### src/rtl/msg_padder_pkg.sv
`default_nettype none
// ============================================================================
// Module      : msg_padder_pkg
// Description : Shared constants and FSM state encoding for the message padder.
// Revision    : 1.0 - initial release
// ============================================================================
package msg_padder_pkg;

    localparam int          BLK_WORDS  = 16;
    localparam int          ROUNDS     = 64;
    localparam logic [31:0] PAD_MARKER = 32'h8000_0000;

    localparam logic [1:0]  ST_COLLECT = 2'd0;
    localparam logic [1:0]  ST_FILL    = 2'd1;
    localparam logic [1:0]  ST_EMIT    = 2'd2;

endpackage : msg_padder_pkg
`default_nettype wire

### src/rtl/msg_padder_if.sv
`default_nettype none
// ============================================================================
// Module      : msg_padder_if
// Description : Word input handshake and round-output bus of the padder.
// Revision    : 1.0 - initial release
// ============================================================================
interface msg_padder_if;

    logic [31:0] in_data;
    logic [2:0]  in_nbytes;
    logic        in_last;
    logic        in_valid;
    logic        in_ready;
    logic [31:0] out_word;
    logic        sel;
    logic        out_valid;
    logic [5:0]  round;
    logic        blk_first;
    logic        msg_done;

    modport master (
        output in_data, in_nbytes, in_last, in_valid,
        input  in_ready, out_word, sel, out_valid, round, blk_first, msg_done
    );

    modport slave (
        input  in_data, in_nbytes, in_last, in_valid,
        output in_ready, out_word, sel, out_valid, round, blk_first, msg_done
    );

endinterface : msg_padder_if
`default_nettype wire

### src/rtl/msg_padder_pad_word.sv
`default_nettype none
// ============================================================================
// Module      : pad_word
// Description : Keeps the valid leading bytes of a final word, appends 0x80.
// Revision    : 1.0 - initial release
// ============================================================================
module pad_word (
    input  wire logic [31:0] i_data,
    input  wire logic [2:0]  i_nbytes,
    output logic      [31:0] o_word
);

    always_comb begin
        o_word = '0;
        for (int b = 0; b < 4; b++) begin
            if (3'(b) < i_nbytes) begin
                o_word[31-8*b -: 8] = i_data[31-8*b -: 8];
            end else if (3'(b) == i_nbytes) begin
                o_word[31-8*b -: 8] = 8'h80;
            end
        end
    end

endmodule : pad_word
`default_nettype wire

### src/rtl/msg_padder.sv
`default_nettype none
// ============================================================================
// Module      : msg_padder
// Description : Collects message words into 16-word blocks, pads them and
//               streams each block as 64 rounds to the expansion stage.
// Revision    : 1.0 - initial release
// ============================================================================
module msg_padder
    import msg_padder_pkg::*;
(
    input  wire logic    clk,
    input  wire logic    rst_n,
    msg_padder_if.slave  bus
);

    logic [1:0]  r_state;
    logic [3:0]  r_idx;
    logic [5:0]  r_round;
    logic [63:0] r_len;
    logic        r_marker_done;
    logic        r_first_blk;
    logic        r_len_ok;   // length words may go into the current block
    logic        r_pending;  // last word seen, padding still owed
    logic        r_final;    // current block carries the length
    logic [31:0] r_buf [BLK_WORDS];

    logic [31:0] w_pad;
    logic [63:0] w_len_next;
    logic [31:0] w_fill_word;
    logic        w_len_lo;
    logic        w_emit;

    pad_word u_pad_word (
        .i_data   (bus.in_data),
        .i_nbytes (bus.in_nbytes),
        .o_word   (w_pad)
    );

    assign w_len_next = r_len + {58'd0, bus.in_nbytes, 3'b000};
    assign w_len_lo   = r_marker_done && r_len_ok && (r_idx == 4'd15);

    always_comb begin
        w_fill_word = '0;
        if (!r_marker_done) begin
            w_fill_word = PAD_MARKER;
        end else if (r_len_ok && r_idx == 4'd14) begin
            w_fill_word = r_len[63:32];
        end else if (w_len_lo) begin
            w_fill_word = r_len[31:0];
        end
    end

    always_ff @(posedge clk) begin
        if (!rst_n) begin
            r_state       <= ST_COLLECT;
            r_idx         <= '0;
            r_round       <= '0;
            r_len         <= '0;
            r_marker_done <= 1'b0;
            r_first_blk   <= 1'b1;
            r_len_ok      <= 1'b0;
            r_pending     <= 1'b0;
            r_final       <= 1'b0;
        end else begin
            case (r_state)
                ST_COLLECT: begin
                    if (bus.in_valid) begin
                        r_len <= w_len_next;
                        r_idx <= r_idx + 4'd1;
                        if (!bus.in_last) begin
                            r_buf[r_idx] <= bus.in_data;
                            if (r_idx == 4'd15) r_state <= ST_EMIT;
                        end else begin
                            r_pending <= 1'b1;
                            // A full block must be emitted before any fill can start
                            r_state   <= (r_idx == 4'd15) ? ST_EMIT : ST_FILL;
                            if (bus.in_nbytes < 3'd4) begin
                                r_buf[r_idx]  <= w_pad;
                                r_marker_done <= 1'b1;
                                r_len_ok      <= (r_idx <= 4'd13);
                            end else begin
                                r_buf[r_idx]  <= bus.in_data;
                                r_marker_done <= 1'b0;
                            end
                        end
                    end
                end
                ST_FILL: begin
                    r_buf[r_idx] <= w_fill_word;
                    r_idx        <= r_idx + 4'd1;
                    if (!r_marker_done) begin
                        r_marker_done <= 1'b1;
                        r_len_ok      <= (r_idx <= 4'd13);
                    end
                    if (w_len_lo) r_final <= 1'b1;
                    if (r_idx == 4'd15) r_state <= ST_EMIT;
                end
                ST_EMIT: begin
                    r_round <= r_round + 6'd1;
                    if (r_round == 6'(ROUNDS - 1)) begin
                        r_round <= '0;
                        r_idx   <= '0;
                        if (r_final) begin
                            r_len         <= '0;
                            r_marker_done <= 1'b0;
                            r_first_blk   <= 1'b1;
                            r_len_ok      <= 1'b0;
                            r_pending     <= 1'b0;
                            r_final       <= 1'b0;
                            r_state       <= ST_COLLECT;
                        end else begin
                            r_first_blk <= 1'b0;
                            if (r_marker_done) r_len_ok <= 1'b1;
                            r_state <= r_pending ? ST_FILL : ST_COLLECT;
                        end
                    end
                end
                default: r_state <= ST_COLLECT;
            endcase
        end
    end

    // Outputs are decoded from registered state and held quiet while in reset
    assign w_emit        = rst_n && (r_state == ST_EMIT);
    assign bus.in_ready  = rst_n && (r_state == ST_COLLECT);
    assign bus.out_valid = w_emit;
    assign bus.round     = w_emit ? r_round : 6'd0;
    assign bus.sel       = w_emit && (r_round >= 6'(BLK_WORDS));
    assign bus.out_word  = (w_emit && r_round < 6'(BLK_WORDS)) ? r_buf[r_round[3:0]] : 32'd0;
    assign bus.blk_first = w_emit && r_first_blk && (r_round == 6'd0);
    assign bus.msg_done  = w_emit && r_final && (r_round == 6'(ROUNDS - 1));

endmodule : msg_padder
`default_nettype wire

### src/flat_wrapper.sv
// flat-port wrapper written by rule: the top's interface ports become plain ports
module msg_padder_flat import msg_padder_pkg::*;
  (clk, rst_n, bus_in_data, bus_in_nbytes, bus_in_last, bus_in_valid, bus_in_ready, bus_out_word, bus_sel, bus_out_valid, bus_round, bus_blk_first, bus_msg_done);
  msg_padder_if bus_i ();
  input  wire logic clk;
  input  wire logic rst_n;
  input wire logic [$bits(bus_i.in_data)-1:0] bus_in_data;
  input wire logic [$bits(bus_i.in_nbytes)-1:0] bus_in_nbytes;
  input wire logic [$bits(bus_i.in_last)-1:0] bus_in_last;
  input wire logic [$bits(bus_i.in_valid)-1:0] bus_in_valid;
  output wire logic [$bits(bus_i.in_ready)-1:0] bus_in_ready;
  output wire logic [$bits(bus_i.out_word)-1:0] bus_out_word;
  output wire logic [$bits(bus_i.sel)-1:0] bus_sel;
  output wire logic [$bits(bus_i.out_valid)-1:0] bus_out_valid;
  output wire logic [$bits(bus_i.round)-1:0] bus_round;
  output wire logic [$bits(bus_i.blk_first)-1:0] bus_blk_first;
  output wire logic [$bits(bus_i.msg_done)-1:0] bus_msg_done;
  assign bus_i.in_data = bus_in_data;
  assign bus_i.in_nbytes = bus_in_nbytes;
  assign bus_i.in_last = bus_in_last;
  assign bus_i.in_valid = bus_in_valid;
  assign bus_in_ready = bus_i.in_ready;
  assign bus_out_word = bus_i.out_word;
  assign bus_sel = bus_i.sel;
  assign bus_out_valid = bus_i.out_valid;
  assign bus_round = bus_i.round;
  assign bus_blk_first = bus_i.blk_first;
  assign bus_msg_done = bus_i.msg_done;
  msg_padder u_core (.clk(clk), .rst_n(rst_n), .bus(bus_i));
endmodule
### config.mk
export PLATFORM = sky130hd
export DESIGN_NAME = msg_padder_flat
export DESIGN_NICKNAME = d
export VERILOG_FILES = /design/src/rtl/msg_padder_pkg.sv /design/src/rtl/msg_padder_if.sv /design/src/rtl/msg_padder_pad_word.sv /design/src/rtl/msg_padder.sv /design/src/flat_wrapper.sv
export SDC_FILE = /design/constraint.sdc
export NUM_CORES = 1
export LEC_CHECK = 0
export ABC_AREA = 1
export BUFFER_PORTS_ARGS = -buffer_cell sky130_fd_sc_hd__buf_4
export CAP_MARGIN = 20
export CORE_MARGIN = 8
export CORE_UTILIZATION = 39
export CTS_CLUSTER_SIZE = 30
export DETAILED_ROUTE_END_ITERATION = 8
export GPL_TIMING_DRIVEN = 0
export PLACE_DENSITY = 0.57
export SYNTH_ARGS = -nofsm -noshare
export SYNTH_HDL_FRONTEND = slang
export SYNTH_SLANG_ARGS = --single-unit
### constraint.sdc
create_clock -name clk -period 9.3 [get_ports clk]
set_input_delay 0.93 -clock clk [delete_from_list [all_inputs] [get_ports clk]]
set_output_delay 0.93 -clock clk [all_outputs]
set_load 0.01 [all_outputs]
======== Yosys cells after proc, flatten, opt, wreduce, memory -nomap -nowiden ========
Memory sizes are Yosys's and may differ from the RTL's. A register that Yosys moved wholly into a read port is not among the register bits.
Cells that the tools add are included.
cells by class
  add/subtract/negate cells ............... 3
  order comparisons ....................... 8
  eq/ne operators ......................... 16
  muxes and demuxes ....................... 74
  bitwise operators ....................... 3
  reductions and logical operators ........ 25
operators with widths
  kind                                                                          number
  32-bit 2-to-1 mux                                                             7
  64-bit 2-to-1 mux                                                             3
  64-bit one-hot mux with 2 select lines                                        1
  64-bit by 6-bit adder with 64-bit output                                      1
  8-bit 2-to-1 mux                                                              8
  1-bit 2-to-1 mux                                                              37
  4-bit 2-to-1 mux                                                              4
  2-bit 2-to-1 mux                                                              6
  6-bit 2-to-1 mux                                                              2
  4-bit one-hot mux with 3 select lines                                         1
  1-bit logical AND                                                             11
  5-bit AND reduction                                                           2
  4-bit equality test, second input constant                                    2
  2-bit != test, second input constant                                          4
  7-bit AND reduction                                                           1
  6-bit by 1-bit adder with 6-bit output, second input constant                 1
  2-bit by 3-bit equality test with 1-bit output, first input constant          2
  6-bit equality test, second input constant                                    1
  6-bit by 5-bit >= comparator with 1-bit output, second input constant         1
  6-bit logical NOT                                                             1
  1-bit by 3-bit less-than comparator with 1-bit output, first input constant   2
  2-bit by 3-bit less-than comparator with 1-bit output, first input constant   2
  6-bit by 5-bit less-than comparator with 1-bit output, second input constant  1
  2-bit by 1-bit != test with 1-bit output, second input constant               3
  other kinds (18)                                                              25
word-level totals
  flip-flop bits (word level) ............. 81
  RAM bits ................................ 512
  input port bits ......................... 39
  output and inout bits ................... 43
  logic and storage cells ................. 139
  memories kept ........................... 1
memory list
  memory        depth  bits a word  rd ports  clocked after Yosys merged registers in  wr ports  line              RTL
  u_core.r_buf  16     32           1         1                                        1         msg_padder.sv:25  logic [31:0] r_buf [BLK_WORDS];

======== Depth between registers and ports, before layout ========
Gate-level depths: netlist of run 1.
  word-level depth ........................ 10
  mapped depth ............................ 13
  depth with buffers taken out ............ 12

======== By module ========
Synthesis of run 1 repeated with hierarchy kept, for this count alone.
second synthesis, totals
  cell total of the unflattened synthesis .. 2,675
  area, all modules ....................... 26,447.9 sq um
by module, submodules not included
  module      instances  cells each  area an instance (sq um)  sequential area each (sq um)
  msg_padder  1          2,606       26,111.3                  17,016.3
  pad_word    1          69          336.6                     0.0

======== Worst setup path before layout of run 1 ========
Ideal clock, no wire load.
  path kind ............................... input -> register
  start point ............................. in rst_n
  end point ............................... mem u_core.r_buf[3][0], enable pin
  setup time .............................. 461 ps
  arrival ................................. 3,751 ps
  setup slack ............................. 5,088 ps
  stages .................................. 6
  buffers on the path ..................... 2
  cell sequence ........................... buf_2 -> nand2_1 -> buf_2 -> nand2_1 -> inv_1 -> nor3_1
between the ends
  word-level cells in the longest chain between the ends .. 5
  elaborated cells between the ends (all ways) .. 11
  classes of those cells .................. mux (8); bitwise (3)
ends and longest elaborated chain
  element                                          line                                RTL
  start, declared                                  flat_wrapper.sv:6                   input wire logic rst_n;
  1-bit 2-to-1 mux                                 msg_padder.sv:54                    if (!rst_n) begin
  1-bit 2-to-1 mux (on tied branches)              msg_padder.sv:71, msg_padder.sv:78
  1-bit bitwise OR (no source line) (2 in series)  --
  1-bit bitwise OR (no source line) (*)            --
  end, declared                                    msg_padder.sv:25
Mark *: on every way between the ends. The rest lies on a longest branch, timed or not.

==> results of run 1 <==
## kinds of logic after synthesis
logic type	after synthesis
buffers and inverters	256
flip-flops	594
AND/OR/NAND/NOR	1239
adder cells (fa/ha/maj)	15
XOR/XNOR	5
AO/OA/AOI/OAI	507
## final cells by class
cell class	instances	area (µm²)
multi-input combinational	1766	8024
clock inverter	37	337.8
timing repair buffer	114	1082
buffer	127	561.8
antenna	1	2.502
inverter	129	491.7
sequential	594	17020
fill	6189	35510
clock buffer	80	1757
tap	864	1081
## critical path, cell delays in order (launching register included)
cell and delay (ns):
dfxtp_1 0.60, buf_2 0.33, buf_4 0.28, clkbuf_1 0.70
nor2_1 0.14, o22ai_1 0.32, nand2_1 0.17, nand3_1 0.13
nand2_1 0.06, nor2_1 0.18, buf_4 0.16
## routing by layer
metal | vias to the layer above | share of wire
li1 | 9373 | -
met1 | 9661 | 0.42
met2 | 682 | 0.48
met3 | 140 | 0.062
met4 | 2 | 0.034
met5 | - | 0.00013
## where the power goes
part	total, µW	switching (µW)	leakage, µW	internal (µW)
Clock	2560	1090	0.00101	1470
Sequential	2960	9.68	0.00529	2950
Combinational	220	162	0.00448	57.3
## cell usage in the layout, fill, tap and decap left out, drive strengths merged, types with 11 or more instances in the layout
| master | count |
|---|---|
| nor2 | 586 |
| edfxtp | 512 |
| nand2 | 497 |
| o21ai | 351 |
| buf | 164 |
| clkbuf | 157 |
| inv | 132 |
| nand3 | 113 |
| o22ai | 87 |
| dfxtp | 82 |
| a21oi | 54 |
| nor3 | 31 |
| clkinv | 25 |
| ha | 14 |
| o211ai | 11 |
## final timing paths
check / start / endpoint
worst max-delay path: register / bus_out_word[8]
worst min register to register: u_core.r_pending / u_core.r_pending
worst min-delay path: u_core.r_pending / u_core.r_pending
worst max register to register: u_core.r_idx[2] / u_core.r_buf[12][21]
## registers in the layout (all words and copies together), names as in the netlist, named ones only
register              cells
u_core.r_round            6
u_core.r_idx              4
u_core.r_first_blk        1
u_core.r_state            2
u_core.r_len_ok           1
u_core.r_buf            512
u_core.r_len             61
u_core.r_final            1
u_core.r_marker_done      1
u_core.r_pending          1
## through the flow
step,instance area [µm²],std cells,utilization,hold WS [ns],setup slack [ns]
CTS,30350,3711,0.4608,0.4618,4.670
floorplan,25980,2616,-,0.4297,5.088
finish,30350,3712,0.4609,0.4566,4.668
detailed placement,28260,3594,0.4290,0.4536,5.091
global placement,27670,3561,0.4201,0.4510,2.075
global route,30350,3711,0.4608,0.4974,4.591
==> flow_summary.ini, run 1 <==
[sta]
clock.fmax_mhz = 215.9
rsz0062_at_grt = false
setup_tns_ns = 0
tightestPinTransition_ns = 0.9019
finalHoldViolCount = 0
layout_worst_path_cycle_share = 0.4981
finalCriticalPeriod_ns = 4.632
maxSlewHeadroom = 0.3954
clock_skew_ns = 0.02804
setup_viol = 0
final_max_slew_viol_count = 0

[routing]
drt_iter0_markers = 2113
dr.pass1.iters = 6
ant_nets = 0
remaining_drc_errors = 0
finalWirelength_um = 84260
num_vias = 19860
drt-wirelength-per-cell_um = 22.70
vias_per_cell = 5.350

[global_route]
grt_overflow = 0
grt_pass1_vias = 19260
gr-usage-met1 = 0.2838
gr-usage-all-layers = 0.2194
use_met2 = 0.3718
grt_pass1_wl_um = 123100
grt_max_degree = 27
busiest_layer = met2
global_route.usage.met3 = 0.03014
antenna_found_initial = 1

[logic_synthesis]
synth-seq-area-share = 0.6549
synthAdderAreaFrac = 0.007513
syn_area_um2 = 25980
synth_cell_types = 40
synth_common_cells = nor2_1 (574), edfxtp_1 (512), nand2_1 (497)
synth-simple-area-share = 0.1900
yosys.area.top_type = edfxtp_1
synth-xor-area-share = 0.001686
synth_most_common_cell = nor2_1
ys_warn_count = 0
synth_edf_count = 512
ys_seq_elements = 594
synth_ff_type = edfxtp_1
synthMuxAreaShare = 0
netlist.area_leader.share = 0.5918
synth_cells = 2616
synth.area.top_cells = edfxtp_1 (59%), nor2_1 (8.3%), nand2_1 (7.2%), dfxtp_1 (6.3%), o21ai_0 (6.0%)
synth_top_family_by_area = simple AND/OR/NAND/NOR gates
syn_area_per_cell_um2 = 9.932
syn_nets = 2670
synth_compound_area_frac = 0.1053
synth-async-reset-ratio = 0

[power_and_ir_drop]
powerDensity_nw_per_um2 = 189.0
cellLeakagePower_uw = 0.01079
vdd_ir_drop_max_v = 0.0001154
total_power_uw = 5736

[floorplanning]
die_h_um = 274.1
die_x_um = 274.1
die_area_um2 = 75130
io_pins = 82
initial_utilization = 0.3945
core-area_um2 = 65860
num_rows = 94

[cts]
cts.sinks = 594
clock-root-buffer = clkbuf_16
cts_resized = 0
cts_buffers = 67
ctsHoldBuffers = 0
cts.htree.levels = 3
clkSlewWorstSetupHoldPaths_ns = 0.06
insertion_delay_ns = 0.61
cts_setup_buffers = 0
cts_tree = yes
ctsLongestPathBuffers = 3

[placement]
hpwl_um = 60680
io_buffer_count = 81
gp_congestion = 0.9454

[final_layout]
drive_gt1_frac = 0.09800
area_growth_syn_to_layout_pct = 16.83
num-nets-final = 2853

[critical_path]
path_max_fanout = 10
critPathCaptureType = output port
rrSetupSlack_ns = 6.29
crit_path_start_kind = register
crit_required_ns = 8.37
worstSetupPathType = register to output port
rr_worst_depth = 9
arrival_ns = 3.70

[hold_path]
worstHoldPathCells = 2
hold_class = register to register

[status]
status = finished clean

[run]
max_cap_viol_count = 0
No activity file was read; power rests on OpenSTA's default activity.
==> inputs of run 2 (changes only) <==
--- a/config.mk
+++ b/config.mk
@@ -5,7 +5,7 @@
 export SDC_FILE = /design/constraint.sdc
 export NUM_CORES = 1
 export LEC_CHECK = 0
-export ABC_AREA = 1
+export ABC_AREA = 0
 export BUFFER_PORTS_ARGS = -buffer_cell sky130_fd_sc_hd__buf_4
 export CAP_MARGIN = 20
 export CORE_MARGIN = 8
@@ -13,7 +13,7 @@
 export CTS_CLUSTER_SIZE = 30
 export DETAILED_ROUTE_END_ITERATION = 8
 export GPL_TIMING_DRIVEN = 0
-export PLACE_DENSITY = 0.57
+export PLACE_DENSITY = 0.59
 export SYNTH_ARGS = -nofsm -noshare
 export SYNTH_HDL_FRONTEND = slang
 export SYNTH_SLANG_ARGS = --single-unit
==> constraint.sdc (replaced) <==
create_clock -name clk -period 4.2 [get_ports clk]
set_input_delay 0.42 -clock clk [delete_from_list [all_inputs] [get_ports clk]]
set_output_delay 0.42 -clock clk [all_outputs]
set_load 0.01 [all_outputs]
==> run 2 against run 1 <==
Worst hold slack got worse by 0.25 ns. Total power increased by 110%. Worst setup slack got worse by 4.5 ns. Clock power increased by 100%. Cell area decreased by 4.3%. Global-route usage decreased by 3.7 points. Routed wire length decreased by 23%. Flip-flop and latch count unchanged. Final cell count decreased by 31%. Clock skew decreased by 0.0067 ns. First-iteration DRC count decreased by 35%. Clock-buffer cell count decreased by 2.
==> flow_summary.ini, run 2 <==
[routing]
drt_iter0_markers = 1382
finalWirelength_um = 64860
drt-wirelength-per-cell_um = 25.50
vias_per_cell = 5.636
ant_nets = 0
num_vias = 14340
remaining_drc_errors = 0
dr.pass1.iters = 5

[logic_synthesis]
synth-seq-area-share = 0.6930
synth_ff_type = edfxtp_1
syn_area_per_cell_um2 = 17.00
synth_cell_types = 60
ys_warn_count = 0
synth_cells = 1444
synth_common_cells = edfxtp_1 (512), mux4_2 (160), dfxtp_1 (82)
synth.area.top_cells = edfxtp_1 (63%), mux4_2 (15%), dfxtp_1 (6.7%), nand2_1 (1.2%), a21oi_1 (1.1%)
syn_nets = 1498
ys_seq_elements = 594
netlist.area_leader.share = 0.6262
yosys.area.top_type = edfxtp_1
synth-async-reset-ratio = 0
syn_area_um2 = 24550
synth_edf_count = 512
synth_most_common_cell = edfxtp_1

[global_route]
grt_overflow = 0
grt_pass1_vias = 14820
gr-usage-all-layers = 0.1821
grt_pass1_wl_um = 96320
antenna_found_initial = 0
grt_max_degree = 25

[hold_path]
hold_class = input pin to register
worstHoldPathCells = 4
worstHoldStart = bus_in_last

[power_and_ir_drop]
power_frac_seq = 0.537
p_switching_uw = 2604
cellLeakagePower_uw = 0.008941
pwr-share-clk = 0.419
total_power_uw = 12210
pwr-share-comb = 0.044
p_int_uw = 9603
vdd_ir_drop_max_v = 0.0003304
sw_frac_of_total = 0.2133
powerDensity_nw_per_um2 = 420.4

[critical_path]
path_max_fanout = 10
rrSetupSlack_ns = 0.59
worstReg2RegStart = u_core.r_idx[3]
crit_path_start_kind = register
critPathCaptureType = output port
worstSetupPathType = register to output port
crit_required_ns = 3.78
arrival_ns = 3.62
rr_worst_depth = 8

[final_layout]
reg_top3 = u_core.r_buf (512), u_core.r_len (61), u_core.r_round (6)
largest_reg_flops = 512
fin_cells = 2544
top_register = u_core.r_buf
final_cell_mix = edfxtp_1 (512), mux4_2 (160), buf_4 (96)
insertedDiodeCount = 0
drive_gt1_frac = 0.2615
num-nets-final = 1704
area_growth_syn_to_layout_pct = 18.27
final_common_cell = edfxtp_1

[floorplanning]
die_x_um = 266.9
io_pins = 82
core-area_um2 = 62620
die_area_um2 = 71240
num_rows = 92
initial_utilization = 0.3921
die_h_um = 266.9

[placement]
dp_slack_ns = 0.4506
placed_cells = 2431
io_buffer_count = 81
hpwl_um = 44750
gp_congestion = 0.8994

[sta]
finalHoldViolCount = 0
final_max_slew_viol_count = 0
tightestPinTransition_ns = 1.012
rsz0062_at_grt = false
clock.fmax_mhz = 247.8
maxSlewHeadroom = 0.3255
layout_worst_path_cycle_share = 0.9608
finalCriticalPeriod_ns = 4.035
fin_worst_hold_slack_ns = 0.2064
clock_skew_ns = 0.02133
setup_viol = 0
setup_ws_ns = 0.1646

[cts]
clock-root-buffer = clkbuf_16
clkSlewWorstSetupHoldPaths_ns = 0.07
cts_tree = yes
cts_buffers = 59
cts.sinks = 594
ctsLongestPathBuffers = 3
ctsHoldBuffers = 0
insertion_delay_ns = 0.61
cts.htree.levels = 2

[status]
status = finished clean

[run]
max_cap_viol_count = 0
[run 2: cell types whose count changed in the layout (fill, tap and decap cells not counted), moves of 29 or more]
cell,before,now
or4_1,0,31
nor2b_1,0,39
nor2_1,561,48
nand2_1,497,80
o21ai_0,299,25
a22oi_1,0,29
inv_1,123,22
nand3_1,111,30
o22ai_1,87,2
mux4_2,0,160
[run 2: area by class of cell]
| cell class | count | area, µm² |
|---|---|---|
| fill | 5468 | 33580 |
| timing repair buffer | 145 | 1364 |
| inverter | 23 | 86.33 |
| tap | 846 | 1059 |
| multi-input combinational | 745 | 7232 |
| buffer | 82 | 396.6 |
| clock inverter | 31 | 202.7 |
| sequential | 594 | 17020 |
| clock buffer | 78 | 1683 |
[run 2: kinds of logic (layout without fill, tap and decap cells)]
family / count (synthesis) / in the layout / share of synthesized area
flops: 594 / 594 / 0.6930
simple gates: 356 / 356 / 0.07751
compound gates: 189 / 189 / 0.04846
mux: 171 / 171 / 0.1512
buf+inv: 105 / 359 / 0.01682
fa+ha+maj: 15 / 15 / 0.007950
xor+xnor: 14 / 14 / 0.004994
[run 2: worst paths after layout]
kind | end
max reg2reg | u_core.r_buf[3][26]
min reg2reg | u_core.r_len[62]
min | u_core.r_state[1]
max | bus_out_word[29]
[run 2: power by group through the flow]
stage               combinational (µW)  sequential [µW]  clock (µW)
finish                             536             6550        5120
global route                       582             6550        5430
CTS                                533             6550        5220
detailed placement                 532             6680           0
global placement                   452             6700           0
floorplan                          271             6680           0
[run 2: critical path: stages, from the launching register on]
cell      delay [ns]
dfxtp_1         0.34
clkbuf_1        0.62
clkbuf_1        0.71
mux4_2          0.41
mux4_2          0.48
nor2b_1         0.21
buf_4           0.23
[run 2: stage by stage]
step / TNS, ns / utilization / area (µm²)
final: 0 / 0.4637 / 29040
after floorplan: 0 / - / 24550
after global placement: -768.34 / 0.4187 / 26220
after detailed placement: 0 / 0.4319 / 27050
after global routing: 0 / 0.4637 / 29040
after CTS: 0 / 0.4631 / 29000
[run 2: repair_timing]
item,CTS,global route
hold endpoints to repair,0,0
buffers inserted,0,0
gates resized for setup,18,3
endpoints found under the setup margin,32,14
[run 2: layer usage]
layer	GRT usage	vias up	routed length, µm	share of wire
li1	-	6277	-	-
met1	0.2452	7498	27620	0.43
met2	0.3028	474	31840	0.49
met3	0.03316	88	3832	0.059
met4	0.04926	0	1567	0.024
met5	0	-	0	0
